==> src/rtl/uart_pkg.sv <==
// Shared types and constants for the UART receiver.
//   uart_state_t : receiver FSM states
//   PAR_*        : parity mode encodings on the par input (3 behaves as none)
//   par_expected : parity bit the line must carry for a given data word/mode
package uart_pkg;

    typedef enum logic [2:0] {
        ST_IDLE   = 3'd0,
        ST_START  = 3'd1,
        ST_DATA   = 3'd2,
        ST_PARITY = 3'd3,
        ST_STOP1  = 3'd4,
        ST_STOP2  = 3'd5
    } uart_state_t;

    localparam logic [1:0] PAR_NONE = 2'd0;
    localparam logic [1:0] PAR_ODD  = 2'd1;
    localparam logic [1:0] PAR_EVEN = 2'd2;

    // Odd mode: total ones count (data + parity) is odd, so bit = XNOR-reduce.
    function automatic logic par_expected(input logic [7:0] data, input logic [1:0] mode);
        return (mode == PAR_ODD) ? ~^data : ^data;
    endfunction

endpackage

==> src/rtl/uart_rx_sync.sv <==
// Two-flop synchronizer for the asynchronous serial line plus falling-edge detect.
//   i_clk     : receiver clock
//   i_rst_n   : asynchronous active-low reset (all flops reset to idle-high)
//   i_rx      : raw serial line
//   o_rx_s    : synchronized line value
//   o_fall_c  : combinational strobe, synchronized line went 1 -> 0
module uart_rx_sync (
    input  logic i_clk,
    input  logic i_rst_n,
    input  logic i_rx,
    output logic o_rx_s,
    output logic o_fall_c
);

    logic r_meta;
    logic r_sync;
    logic r_prev;

    // Metastability filter followed by one history flop for edge detection.
    always_ff @(posedge i_clk or negedge i_rst_n) begin
        if (!i_rst_n) begin
            r_meta <= 1'b1;
            r_sync <= 1'b1;
            r_prev <= 1'b1;
        end else begin
            r_meta <= i_rx;
            r_sync <= r_meta;
            r_prev <= r_sync;
        end
    end

    assign o_rx_s   = r_sync;
    assign o_fall_c = r_prev & ~r_sync;

endmodule

==> src/rtl/uart_receiver.sv <==
// Oversampling UART receiver: 7/8 data bits, optional odd/even parity, 1/2 stop bits,
// single-entry output holding register with valid/ack handshake and overrun flag.
//   clk_rx, reset_n        : clock (OVS x bit rate), async active-low reset
//   rx                     : serial line, idle high
//   en                     : receive enable, sampled only while idle
//   par, d_num, s_num      : frame format, latched at the start edge
//   ack                    : consumer acknowledge, clears valid and ovr_err
//   data_out, valid        : received word and its availability
//   par_err/frm_err/ovr_err: status of the word in data_out
//   busy                   : receiver is inside a frame
// Build option: UART_RX_MAJORITY_EN selects a 2-of-3 vote around mid-bit instead of
// a single sample; decision timing is identical in both builds.
module uart_receiver
    import uart_pkg::*;
#(
    parameter int unsigned OVS = 16
) (
    input  logic       clk_rx,
    input  logic       reset_n,
    input  logic       rx,
    input  logic       en,
    input  logic [1:0] par,
    input  logic       d_num,
    input  logic       s_num,
    input  logic       ack,
    output logic [7:0] data_out,
    output logic       valid,
    output logic       par_err,
    output logic       frm_err,
    output logic       ovr_err,
    output logic       busy
);

    localparam int unsigned CW = $clog2(OVS);
    localparam logic [CW-1:0] CNT_LAST = CW'(OVS - 1);
    localparam logic [CW-1:0] CNT_S1   = CW'(OVS / 2 - 1);
    localparam logic [CW-1:0] CNT_DEC  = CW'(OVS / 2);

    logic        w_rx_s;
    logic        w_fall;
    uart_state_t r_state;
    uart_state_t w_state_nxt;
    logic [CW-1:0] r_cnt;
    logic [2:0]  r_bit_idx;
    logic [7:0]  r_shift;
    logic [1:0]  r_par;
    logic        r_d_num;
    logic        r_s_num;
    logic        r_par_acc;
    logic        r_frm_acc;
    logic        r_s1;
    logic        w_bit;
    logic        w_samp;
    logic        w_last_bit;
    logic        w_par_on;
    logic        w_start;
    logic        w_done;
    logic [7:0]  r_data_out;
    logic        r_valid;
    logic        r_par_err;
    logic        r_frm_err;
    logic        r_ovr_err;
    logic        r_busy;

    uart_rx_sync u_sync (
        .i_clk    (clk_rx),
        .i_rst_n  (reset_n),
        .i_rx     (rx),
        .o_rx_s   (w_rx_s),
        .o_fall_c (w_fall)
    );

    // Bit decision happens one count after the centre sample so both builds share timing.
    assign w_samp = (r_state != ST_IDLE) && (r_cnt == CNT_DEC);

`ifdef UART_RX_MAJORITY_EN
    localparam logic [CW-1:0] CNT_S0 = CW'(OVS / 2 - 2);
    logic r_s0;

    always_ff @(posedge clk_rx or negedge reset_n) begin
        if (!reset_n) begin
            r_s0 <= 1'b1;
        end else if (r_cnt == CNT_S0) begin
            r_s0 <= w_rx_s;
        end
    end

    assign w_bit = (r_s0 & r_s1) | (r_s0 & w_rx_s) | (r_s1 & w_rx_s);
`else
    assign w_bit = r_s1;
`endif

    assign w_last_bit = (r_bit_idx == (r_d_num ? 3'd7 : 3'd6));
    assign w_par_on   = (r_par == PAR_ODD) || (r_par == PAR_EVEN);

    // Next-state logic.
    always_comb begin
        w_state_nxt = r_state;
        w_start     = 1'b0;
        w_done      = 1'b0;
        case (r_state)
            ST_IDLE: begin
                if (w_fall && en) begin
                    w_state_nxt = ST_START;
                    w_start     = 1'b1;
                end
            end
            ST_START: begin
                if (w_samp) w_state_nxt = w_bit ? ST_IDLE : ST_DATA;
            end
            ST_DATA: begin
                if (w_samp && w_last_bit) w_state_nxt = w_par_on ? ST_PARITY : ST_STOP1;
            end
            ST_PARITY: begin
                if (w_samp) w_state_nxt = ST_STOP1;
            end
            ST_STOP1: begin
                if (w_samp) begin
                    if (r_s_num) begin
                        w_state_nxt = ST_STOP2;
                    end else begin
                        w_state_nxt = ST_IDLE;
                        w_done      = 1'b1;
                    end
                end
            end
            ST_STOP2: begin
                if (w_samp) begin
                    w_state_nxt = ST_IDLE;
                    w_done      = 1'b1;
                end
            end
            default: w_state_nxt = ST_IDLE;
        endcase
    end

    // State register, bit-period counter and centre sample.
    always_ff @(posedge clk_rx or negedge reset_n) begin
        if (!reset_n) begin
            r_state <= ST_IDLE;
            r_busy  <= 1'b0;
            r_cnt   <= '0;
            r_s1    <= 1'b1;
        end else begin
            r_state <= w_state_nxt;
            r_busy  <= (w_state_nxt != ST_IDLE);
            if (r_state == ST_IDLE || w_state_nxt == ST_IDLE) begin
                r_cnt <= '0;
            end else if (r_cnt == CNT_LAST) begin
                r_cnt <= '0;
            end else begin
                r_cnt <= r_cnt + CW'(1);
            end
            if (r_cnt == CNT_S1) r_s1 <= w_rx_s;
        end
    end

    // Frame datapath: format latch, data assembly, per-frame error accumulation.
    always_ff @(posedge clk_rx or negedge reset_n) begin
        if (!reset_n) begin
            r_par     <= PAR_NONE;
            r_d_num   <= 1'b0;
            r_s_num   <= 1'b0;
            r_shift   <= '0;
            r_bit_idx <= '0;
            r_par_acc <= 1'b0;
            r_frm_acc <= 1'b0;
        end else if (w_start) begin
            r_par     <= par;
            r_d_num   <= d_num;
            r_s_num   <= s_num;
            r_shift   <= '0;
            r_bit_idx <= '0;
            r_par_acc <= 1'b0;
            r_frm_acc <= 1'b0;
        end else if (w_samp) begin
            case (r_state)
                ST_DATA: begin
                    r_shift[r_bit_idx] <= w_bit;
                    r_bit_idx          <= r_bit_idx + 3'd1;
                end
                ST_PARITY: r_par_acc <= (w_bit != par_expected(r_shift, r_par));
                ST_STOP1, ST_STOP2: if (!w_bit) r_frm_acc <= 1'b1;
                default: ;
            endcase
        end
    end

    // Output holding register; a same-cycle ack absorbs what would be an overrun.
    always_ff @(posedge clk_rx or negedge reset_n) begin
        if (!reset_n) begin
            r_data_out <= '0;
            r_valid    <= 1'b0;
            r_par_err  <= 1'b0;
            r_frm_err  <= 1'b0;
            r_ovr_err  <= 1'b0;
        end else if (w_done) begin
            r_data_out <= r_shift;
            r_par_err  <= r_par_acc;
            r_frm_err  <= r_frm_acc | ~w_bit;
            r_valid    <= 1'b1;
            r_ovr_err  <= r_valid & ~ack;
        end else if (ack && r_valid) begin
            r_valid    <= 1'b0;
            r_ovr_err  <= 1'b0;
        end
    end

    assign data_out = r_data_out;
    assign valid    = r_valid;
    assign par_err  = r_par_err;
    assign frm_err  = r_frm_err;
    assign ovr_err  = r_ovr_err;
    assign busy     = r_busy;

endmodule

==> config.mk <==
export PLATFORM = sky130hd
export DESIGN_NAME = uart_receiver
export DESIGN_NICKNAME = d
export VERILOG_FILES = /design/src/rtl/uart_pkg.sv /design/src/rtl/uart_rx_sync.sv /design/src/rtl/uart_receiver.sv
export SDC_FILE = /design/constraint.sdc
export NUM_CORES = 1
export LEC_CHECK = 0
export CELL_PAD_IN_SITES_DETAIL_PLACEMENT = 1
export CELL_PAD_IN_SITES_GLOBAL_PLACEMENT = 2
export CORE_MARGIN = 10
export CORE_UTILIZATION = 40
export DETAILED_ROUTE_END_ITERATION = 8
export GPL_ROUTABILITY_DRIVEN = 0
export GPL_TIMING_DRIVEN = 0
export PLACE_DENSITY = 0.94
export SYNTH_ARGS = -nofsm -noshare
export SYNTH_HDL_FRONTEND = slang
export SYNTH_SLANG_ARGS = --single-unit
==> constraint.sdc <==
create_clock -name clk_rx -period 2.93 [get_ports clk_rx]
set_clock_uncertainty 0.05 [all_clocks]
set_input_delay 0.586 -clock clk_rx [delete_from_list [all_inputs] [get_ports clk_rx]]
set_output_delay 0.586 -clock clk_rx [all_outputs]
set_load 0.05 [all_outputs]
After elaboration in Yosys (flattened, before gate mapping)
Cells that the tools add are included.
{"block": "totals", "reg_bits": 41, "word_cells": 103}
{"block": "classes", "add_sub_neg": 2, "n_lt_le_gt_ge": 2, "n_eq_ne": 13, "mux": 39, "n_bitwise": 6, "n_reduce_logical": 22}
{"cell": "3-bit 2-to-1 mux", "count": 11}
{"cell": "8-bit 2-to-1 mux", "count": 3}
{"cell": "1-bit 2-to-1 mux", "count": 18}
{"cell": "3-bit case mux with 6 select lines", "count": 1}
{"cell": "2-bit nonzero test", "count": 5}
{"cell": "8-bit bitwise mux", "count": 1}
{"cell": "4-bit == test (second input constant)", "count": 2}
{"cell": "4-bit 2-to-1 mux", "count": 2}
{"cell": "8-bit XNOR reduction", "count": 1}
{"cell": "8-bit XOR reduction", "count": 1}
{"cell": "3-bit by 2-bit == test with 1-bit output (second input constant)", "count": 2}
{"cell": "3-bit == test (second input constant)", "count": 2}
{"cell": "3-bit logical NOT", "count": 2}
{"cell": "3-bit nonzero test", "count": 2}
{"cell": "1-bit logical AND", "count": 5}
{"cell": "4-bit by 1-bit adder with 4-bit output (second input constant)", "count": 1}
{"cell": "4-bit by 3-bit == test with 1-bit output (second input constant)", "count": 1}
{"cell": "3-bit by 4-bit < comparator with 1-bit output (second input constant)", "count": 1}
{"cell": "2-bit AND reduction", "count": 2}
{"cell": "3-bit by 1-bit adder with 3-bit output (second input constant)", "count": 1}
{"cell": "1-bit demux with 3-bit select", "count": 1}
{"cell": "3-bit by 1-bit == test with 1-bit output (second input constant)", "count": 1}
{"cell": "3-bit == test", "count": 1}
{"cell": "3-bit by 1-bit >= comparator with 1-bit output (second input constant)", "count": 1}
{"cell": "other kinds (12)", "count": 16}

Logic depth before layout (Yosys ltp)
Gate-level depths: netlist (run 1).
{"block": "logic_depth", "ltp_word": 8, "ltp_mapped": 8, "ltp_nobuf": 6}

Modules after synthesis
A second synthesis (run 1) with hierarchy kept.
{"block": "hier_totals", "cells_unflattened": 175, "hier_area_um2": 1954.4}
{"mod": "uart_receiver", "n_inst": 1, "cells_per_inst": 171, "area_each_um2": 1861.8}
{"mod": "uart_rx_sync", "n_inst": 1, "cells_per_inst": 4, "area_each_um2": 92.6}

Least setup slack after synthesis (run 1)
Ideal clock, no wire load.
{"block": "synth_timing", "path_kind": "register to register", "startpoint": "reg r_cnt[0]", "endpoint": "reg r_cnt[2]", "arrival_time_ps": 1673, "t_required_ps": 2732, "path_slack_ps": 1059, "path_stages_with_launch": 8, "path_buffers": 1, "path_cell_list": "dfrtp_1 > inv_1 > ha_1 > and3b_1 > buf_6 > a31o_4 > a2111oi_4 > a211oi_1"}
{"block": "synth_via", "elab_chain_cells": 8, "word_cells_on_any_way": 15, "cone_classes": "add/sub (1); eq/ne (2); mux (8); reduce/logical (4)"}
{"item": "from (decl)", "line": "uart_receiver.sv:43", "rtl": "logic [CW-1:0] r_cnt;"}
{"item": "from (signal assigned)", "line": "uart_receiver.sv:152", "rtl": "r_cnt <= r_cnt + CW'(1);"}
{"item": "4-bit == test", "line": "uart_receiver.sv:74", "rtl": "assign w_samp = (r_state != ST_IDLE) && (r_cnt == CNT_DEC);"}
{"item": "1-bit logical AND", "line": "uart_receiver.sv:74"}
{"item": "1-bit logical AND", "line": "uart_receiver.sv:112", "rtl": "if (w_samp && w_last_bit) w_state_nxt = w_par_on ? ST_PARITY : ST_STOP1;"}
{"item": "3-bit 2-to-1 mux", "line": "uart_receiver.sv:112"}
{"item": "3-bit case mux with 6 select lines", "line": "uart_receiver.sv:101", "rtl": "case (r_state)"}
{"item": "3-bit logical NOT", "line": "uart_receiver.sv:147", "rtl": "if (r_state == ST_IDLE || w_state_nxt == ST_IDLE) begin"}
{"item": "1-bit logical OR", "line": "uart_receiver.sv:147"}
{"item": "4-bit 2-to-1 mux *", "line": "uart_receiver.sv:147"}
Every way passes the cells marked *; elsewhere a longest branch is shown, timed or not.
A chain may end at the register's enable or synchronous reset.

Worst setup path after layout (run 1)
{"block": "layout_timing", "startpoint": "reg r_cnt[0]", "endpoint": "reg r_data_out[7], in the netlist data_out[7]"}
{"block": "layout_via", "elab_chain_cells": 4, "word_cells_on_any_way": 5, "cone_classes": "eq/ne (1); mux (3); reduce/logical (1)"}
{"item": "4-bit == test *", "line": "uart_receiver.sv:74"}
{"item": "1-bit logical AND *", "line": "uart_receiver.sv:74"}
{"item": "1-bit 2-to-1 mux (on tied branches)", "line": "uart_receiver.sv:128, uart_receiver.sv:118"}
{"item": "1-bit case mux with 2 select lines *", "line": "uart_receiver.sv:101"}
{"item": "to (signal assigned)", "line": "uart_receiver.sv:198", "rtl": "r_data_out <= r_shift;"}
{"item": "to (decl)", "line": "uart_receiver.sv:58", "rtl": "logic [7:0] r_data_out;"}
Marked as above.

==> impl_metrics.csv, run 1 <==
group,metric,value,unit
status,outcome,"finished clean",
global_route,grt_max_degree,26,
logic_synthesis,synth_nets,192,
global_route,grt_pass1_wl,8086,um
critical_path,required,3.06,ns
cts,post-cts-setup-buffers,0,
global_route,grt_usage,11.73,%
floorplan,initial_core_util,40.82,%
place,io_buffer_count,21,
detailed_routing,vias,1459,
finish,area_growth,19.15,%
timing,fin_hold_ws,0.1663,ns
logic_synthesis,synth_ff_type,"dfrtp_1",
finish,finish.utilization,48.64,%
cts,hold_buffers,0,
global_route,grt_pass1_vias,1651,
floorplan,row_count,26,
place,hpwl,3349,um
timing,max_freq,0.4503,GHz
timing,rsz0062_at_grt,"no",
floorplan,die-area,8414,um2
run,cap_violations,0,
detailed_routing,wirelength,4550,um
timing,tightest_slew,0.6386,ns
logic_synthesis,ys_ff_latch,41,
timing,final-setup-viol-count,0,
critical_path,timing.rr.start,"r_cnt[0]$_DFF_PN0_",
detailed_routing,avgRoutedWirePerCell,16.31,um
logic_synthesis,synth_warnings,0,
global_route,antenna_found_initial,0,
critical_path,end_kind,"register",
finish,multi_input_area,952.2,um2
detailed_routing,drc,0,
timing,min_period_over_period,75.80,%
cts,cts.repair.resized,0,
detailed_routing,dr.pass1.iters,4,
timing,max_slew_margin,56.98,%
cts,clk-insertion-delay-late,0.29,ns
finish,fin_nets,221,
critical_path,crit_type,"register to register",
cts,cts.reportedPaths.clkPinSlew,0.08,ns
cts,clock_sinks,41,
cts,numCtsBuffers,5,
finish,num_antenna_cells,0,
logic_synthesis,synthCells,179,
logic_synthesis,synth_edf_count,0,
critical_path,critPathMaxFanout,10,
floorplan,core,5042,um2
critical_path,ff2ff_path_depth,6,
cts,cts-root-buf,"clkbuf_8",
detailed_routing,detail_route.vias_per_cell,5.229,
power,p_per_area,837.0,nW/um2
min_path,hold_class,"input port to asynchronous set/reset pin",
detailed_routing,drt_iter0_markers,56,
logic_synthesis,synth_area,2058,um2
cts,htree_num_levels,2,
logic_synthesis,synthArstFlopShare,100.0,%
finish,fill_cells,557,
timing,hold_viol_final,0,
power,ir_drop,0.0003217,V
power,p_leak,1.096,nW
timing,final.setup.tns,0,ns
floorplan,die_w,91.73,um
floorplan,io_pins,22,
logic_synthesis,synthDistinctLibCells,49,
timing,slew_viol_final,0,
cts,clock_path_buffers,2,
critical_path,r2r_setup_slack,0.71,ns
detailed_routing,antenna_left,0,
critical_path,r2r_end,"data_out[7]$_DFFE_PN0P_",
finish,seq_area,1031,um2
critical_path,arrival,2.35,ns
global_route,overflow,0,
cts,cts_tree,"done",
floorplan,die_y,91.73,um
timing,fin_crit,2.221,ns
finish,drive_gt1_share,17.22,%
logic_synthesis,syn_avg_cell_area,11.50,um2
critical_path,start_kind,"register",
logic_synthesis,ys_seq_area_share,50.09,%
-- through the flow --
stage	power [mW]	std cells	area, um2	worst slack, ns
2_1_floorplan	1.486	179	2058	1.059
3_3_place_gp	1.671	270	2356	0.1254
3_5_place_dp	1.719	271	2371	0.7013
4_1_cts	2.087	279	2452	0.6948
5_1_grt	2.226	279	2452	0.5921
6_report	2.053	279	2452	0.7091
-- report_power, final --
group          total, mW  internal (mW)  leakage [nW]  switching, mW
sequential         0.889          0.730         0.522          0.159
clock              0.354          0.167        0.0422          0.187
combinational      0.809          0.390         0.531          0.420
total               2.05           1.29          1.10          0.765
-- per-layer routing --
metal	global-route usage (%)	part of all wire, %
met1	13.99	43
met2	19.37	52
met3	3.667	4.0
met4	4.499	0.88
met5	0	0
-- synthesized netlist by cell type, types with 2 or more instances --
library cell | count | area (um2)
ha_1 | 4 | 50.05
mux2i_1 | 9 | 90.09
mux2_1 | 3 | 33.78
nand4_1 | 6 | 37.54
nand2_1 | 10 | 37.54
xnor2_1 | 8 | 70.07
or3_1 | 2 | 12.51
o21ai_0 | 3 | 15.01
mux2_2 | 10 | 112.6
a21o_1 | 2 | 15.01
clkbuf_1 | 2 | 7.510
xor2_1 | 3 | 26.28
dfstp_2 | 4 | 105.1
nor2b_1 | 5 | 31.28
nor4_1 | 3 | 18.77
nand3b_1 | 2 | 15.01
a211oi_1 | 2 | 15.01
nand3_1 | 7 | 35.03
dfrtp_1 | 37 | 925.9
inv_1 | 8 | 30.03
nor2_1 | 14 | 52.55
a21oi_1 | 6 | 30.03
buf_2 | 3 | 15.01
-- final cells by class --
type	count	share of cell area, %
buffer	8	1.837
clock buffer	7	3.112
clock inverter	1	0.2041
inverter	8	1.224
multi-input combinational	122	38.83
sequential	41	42.04
tap	70	3.571
timing repair buffer	22	9.184
-- worst max path at each step --
stage,startpoint,cells past startpoint,slack (ns),end
final,r_cnt[0]$_DFF_PN0_,6,0.71,data_out[7]$_DFFE_PN0P_
after global routing,r_cnt[0]$_DFF_PN0_,6,0.59,data_out[3]$_DFFE_PN0P_
after CTS,r_cnt[0]$_DFF_PN0_,6,0.69,data_out[6]$_DFFE_PN0P_
after detailed placement,r_cnt[0]$_DFF_PN0_,6,0.70,data_out[6]$_DFFE_PN0P_
after global placement,reset_n,1,0.13,r_par[1]$_DFFE_PN0P_
after floorplan,r_cnt[0]$_DFF_PN0_,7,1.06,r_cnt[2]$_DFF_PN0_
-- state kept, by name (all words and copies together) (netlist names), 2 cells and up --
| register | count |
|---|---|
| data_out | 8 |
| r_bit_idx | 3 |
| r_cnt | 4 |
| r_par | 2 |
| r_shift | 8 |
| r_state | 3 |
-- critical path, cell delays in order, from the launching register on --
cell and delay, ns:
dfrtp_1 0.41, inv_1 0.10, ha_1 0.17, nand3b_1 0.28, nor3_2 0.48, buf_4 0.27, mux2_2 0.35
-- cell usage in the layout, fill, tap and decap left out, types with 5 or more instances in the layout --
cell type and n:
dfrtp_1 37, clkdlybuf4s50_1 20, nor2_1 14, nand2_1 10, mux2_2 10, mux2i_1 9
inv_1 8, xnor2_1 8, nand3_1 7, a21oi_1 6, nand4_1 6, nor2b_1 5
clkbuf_8 5
-- kinds of logic after synthesis --
group	Yosys count	share of synthesized area [%]
AO/OA/AOI/OAI	23	9.302
XOR/XNOR	12	5.775
adder cells (fa/ha/maj)	4	2.432
buffers and inverters	16	3.647
flip-flops	41	50.09
multiplexers	22	11.49
AND/OR/NAND/NOR	61	17.26
(Power assumes the default switching activity.)
==> run 2, diff against run 1 <==
--- a/config.mk
+++ b/config.mk
@@ -8,11 +8,11 @@
 export CELL_PAD_IN_SITES_DETAIL_PLACEMENT = 1
 export CELL_PAD_IN_SITES_GLOBAL_PLACEMENT = 2
 export CORE_MARGIN = 10
-export CORE_UTILIZATION = 40
+export CORE_UTILIZATION = 34
 export DETAILED_ROUTE_END_ITERATION = 8
 export GPL_ROUTABILITY_DRIVEN = 0
 export GPL_TIMING_DRIVEN = 0
-export PLACE_DENSITY = 0.94
+export PLACE_DENSITY = 0.86
 export SYNTH_ARGS = -nofsm -noshare
 export SYNTH_HDL_FRONTEND = slang
 export SYNTH_SLANG_ARGS = --single-unit
==> constraint.sdc (replaced) <==
create_clock -name clk_rx -period 2 [get_ports clk_rx]
set_clock_uncertainty 0.05 [all_clocks]
set_input_delay 0.4 -clock clk_rx [delete_from_list [all_inputs] [get_ports clk_rx]]
set_output_delay 0.4 -clock clk_rx [all_outputs]
set_load 0.05 [all_outputs]
==> run 2 against run 1 <==
Compared with the run above:
- the flow now finishes with violations (negative setup slack)
- register-to-register slack worse by 0.72 ns
- first-iteration DRC count is 39% lower
- sequential share of layout area down 2.7 points
- largest power group is now combinational cells
- highest routed layer unchanged
==> impl_metrics.csv, run 2 (synthesis results as in run 1) <==
group,metric,value,unit
global_route,grt_pass1_vias,1588,
cts,cts_tree,"done",
cts,clk-insertion-delay-late,0.29,ns
cts,clock_path_buffers,2,
floorplan,core,5886,um2
place,post-place-cells,276,
detailed_routing,vias,1456,
cts,htree_num_levels,2,
finish,seq_area,1031,um2
power,swShare,36.02,%
global_route,overflow,0,
power,ir_drop,0.0005955,V
floorplan,row_count,28,
finish,fin_nets,229,
finish,drive_gt1_share,23.50,%
detailed_routing,drc,0,
timing,max_slew_margin,57.91,%
finish,layout_commonest_cell,"dfrtp_1",
power,p_per_area,1262,nW/um2
timing,fin_hold_ws,0.3078,ns
cts,numCtsBuffers,5,
timing,tightest_slew,0.6248,ns
status,violations,"negative setup slack",
timing,final-setup-viol-count,2,
critical_path,crit_type,"register to register",
power,power.share.clock,20.9,%
critical_path,r2r_setup_slack,-0.01,ns
place,io_buffer_count,21,
finish,num_antenna_cells,0,
finish,multi_input_area,997.2,um2
detailed_routing,avgRoutedWirePerCell,15.79,um
power,p_int,2.114,mW
cts,clock_sinks,41,
finish,area_growth,27.17,%
detailed_routing,drt_iter0_markers,34,
global_route,grt_usage,10.04,%
status,outcome,"complete, but fails checks",
timing,hold_viol_final,0,
finish,fin_cells,292,
finish,fill_cells,639,
finish,mostFrequentLayoutCells,"dfrtp_1 (37), clkdlybuf4s50_1 (19), nor2_1 (14)",
floorplan,die_y,97.81,um
global_route,grt_max_degree,41,
critical_path,start_kind,"register",
place,placed_area,2377,um2
run,cap_violations,0,
detailed_routing,detail_route.vias_per_cell,4.986,
floorplan,die_w,97.81,um
timing,max_freq,0.4968,GHz
place,hpwl,3187,um
finish,stdcell_area,2618,um2
power,p_sw,1.190,mW
timing,slew_viol_final,0,
timing,setup_slack,-0.01273,ns
timing,rsz0062_at_grt,"yes",
critical_path,end_kind,"register",
critical_path,crit_start,"r_par[1]$_DFFE_PN0P_",
detailed_routing,antenna_left,0,
timing,fin_crit,2.013,ns
timing,min_period_over_period,100.6,%
critical_path,critPathMaxFanout,5,
global_route,grt_pass1_wl,8045,um
cts,cts-root-buf,"clkbuf_8",
min_path,worstHoldStart,"u_sync.r_meta$_DFF_PN1_",
min_path,hold_class,"register to register",
power,pwr-share-comb,39.8,%
global_route,antenna_found_initial,0,
power,seq_power_share,39.3,%
critical_path,timing.rr.start,"r_par[1]$_DFFE_PN0P_",
power,p_leak,1.172,nW
cts,cts.reportedPaths.clkPinSlew,0.08,ns
floorplan,io_pins,22,
floorplan,die-area,9566,um2
floorplan,initial_core_util,34.97,%
detailed_routing,dr.pass1.iters,4,
detailed_routing,wirelength,4610,um
critical_path,arrival,2.17,ns
critical_path,required,2.15,ns
## run 2: final timing paths
kind	cells past startpoint	to
setup / recovery	6	r_cnt[2]$_DFF_PN0_
hold / removal	0	u_sync.o_rx_s$_DFF_PN1_
setup reg to reg	6	r_cnt[2]$_DFF_PN0_
hold reg to reg	0	u_sync.o_rx_s$_DFF_PN1_
max in group asynchronous	3	r_s1$_DFFE_PN1N_
min in group asynchronous	2	ovr_err$_DFFE_PN0P_
## run 2: power by group through the flow
stage               sequential (mW)  combinational, mW  clock [mW]
floorplan                      1.27              0.905           0
global placement               1.30               1.16           0
detailed placement             1.31               1.19           0
CTS                            1.30               1.24       0.714
global route                   1.34               1.46       0.750
finish                         1.30               1.31       0.692
## run 2: worst max-delay path, cell delays in order (launching register included)
cell,delay [ns]
dfrtp_1,0.38
inv_2,0.07
ha_4,0.20
or4b_4,0.50
nor4_4,0.37
a2111oi_4,0.13
a211oi_2,0.22
## run 2: stage by stage
step	setup WS, ns	utilization, %	setup TNS [ns]	power [mW]
2_1_floorplan	0.1289	-	0	2.177
5_1_grt	-0.09432	44.47	-0.4340	3.558
6_report	-0.01273	44.47	-0.01726	3.303
3_3_place_gp	-0.5787	40.14	-23.22	2.465
3_5_place_dp	-0.2414	40.39	-1.666	2.500
4_1_cts	-0.008259	43.43	-0.008259	3.258
## run 2: layout make-up
cell class / count / share of cell area [%]
multi-input combinational: 122 / 38.10
tap: 75 / 3.585
sequential: 41 / 39.39
clock inverter: 2 / 1.434
buffer: 8 / 1.769
timing repair buffer: 30 / 11.42
clock buffer: 6 / 3.155
inverter: 8 / 1.147
## run 2: layer usage
metal	wire length [um]	track usage (%)	part of all wire (%)
met1	2132	12.66	46
met2	2298	16.40	50
met3	136	2.467	3.0
met4	43	3.244	0.93
met5	0	0	0
## run 2: what timing repair did
item,CTS,global route
setup buffers,4,5
gates cloned,0,0
pin swaps,3,6
hold buffers,1,0
resized for setup,4,7
hold endpoints to repair,1,0
endpoints found under the setup margin,13,28
==> run 3, diff against run 2 <==
--- a/config.mk
+++ b/config.mk
@@ -10,7 +10,7 @@
 export CORE_MARGIN = 10
 export CORE_UTILIZATION = 34
 export DETAILED_ROUTE_END_ITERATION = 8
-export GPL_ROUTABILITY_DRIVEN = 0
+export GPL_ROUTABILITY_DRIVEN = 1
 export GPL_TIMING_DRIVEN = 0
 export PLACE_DENSITY = 0.86
 export SYNTH_ARGS = -nofsm -noshare
==> results of run 3 <==
Final layout, timing and power as in run 2 (identical DEF).
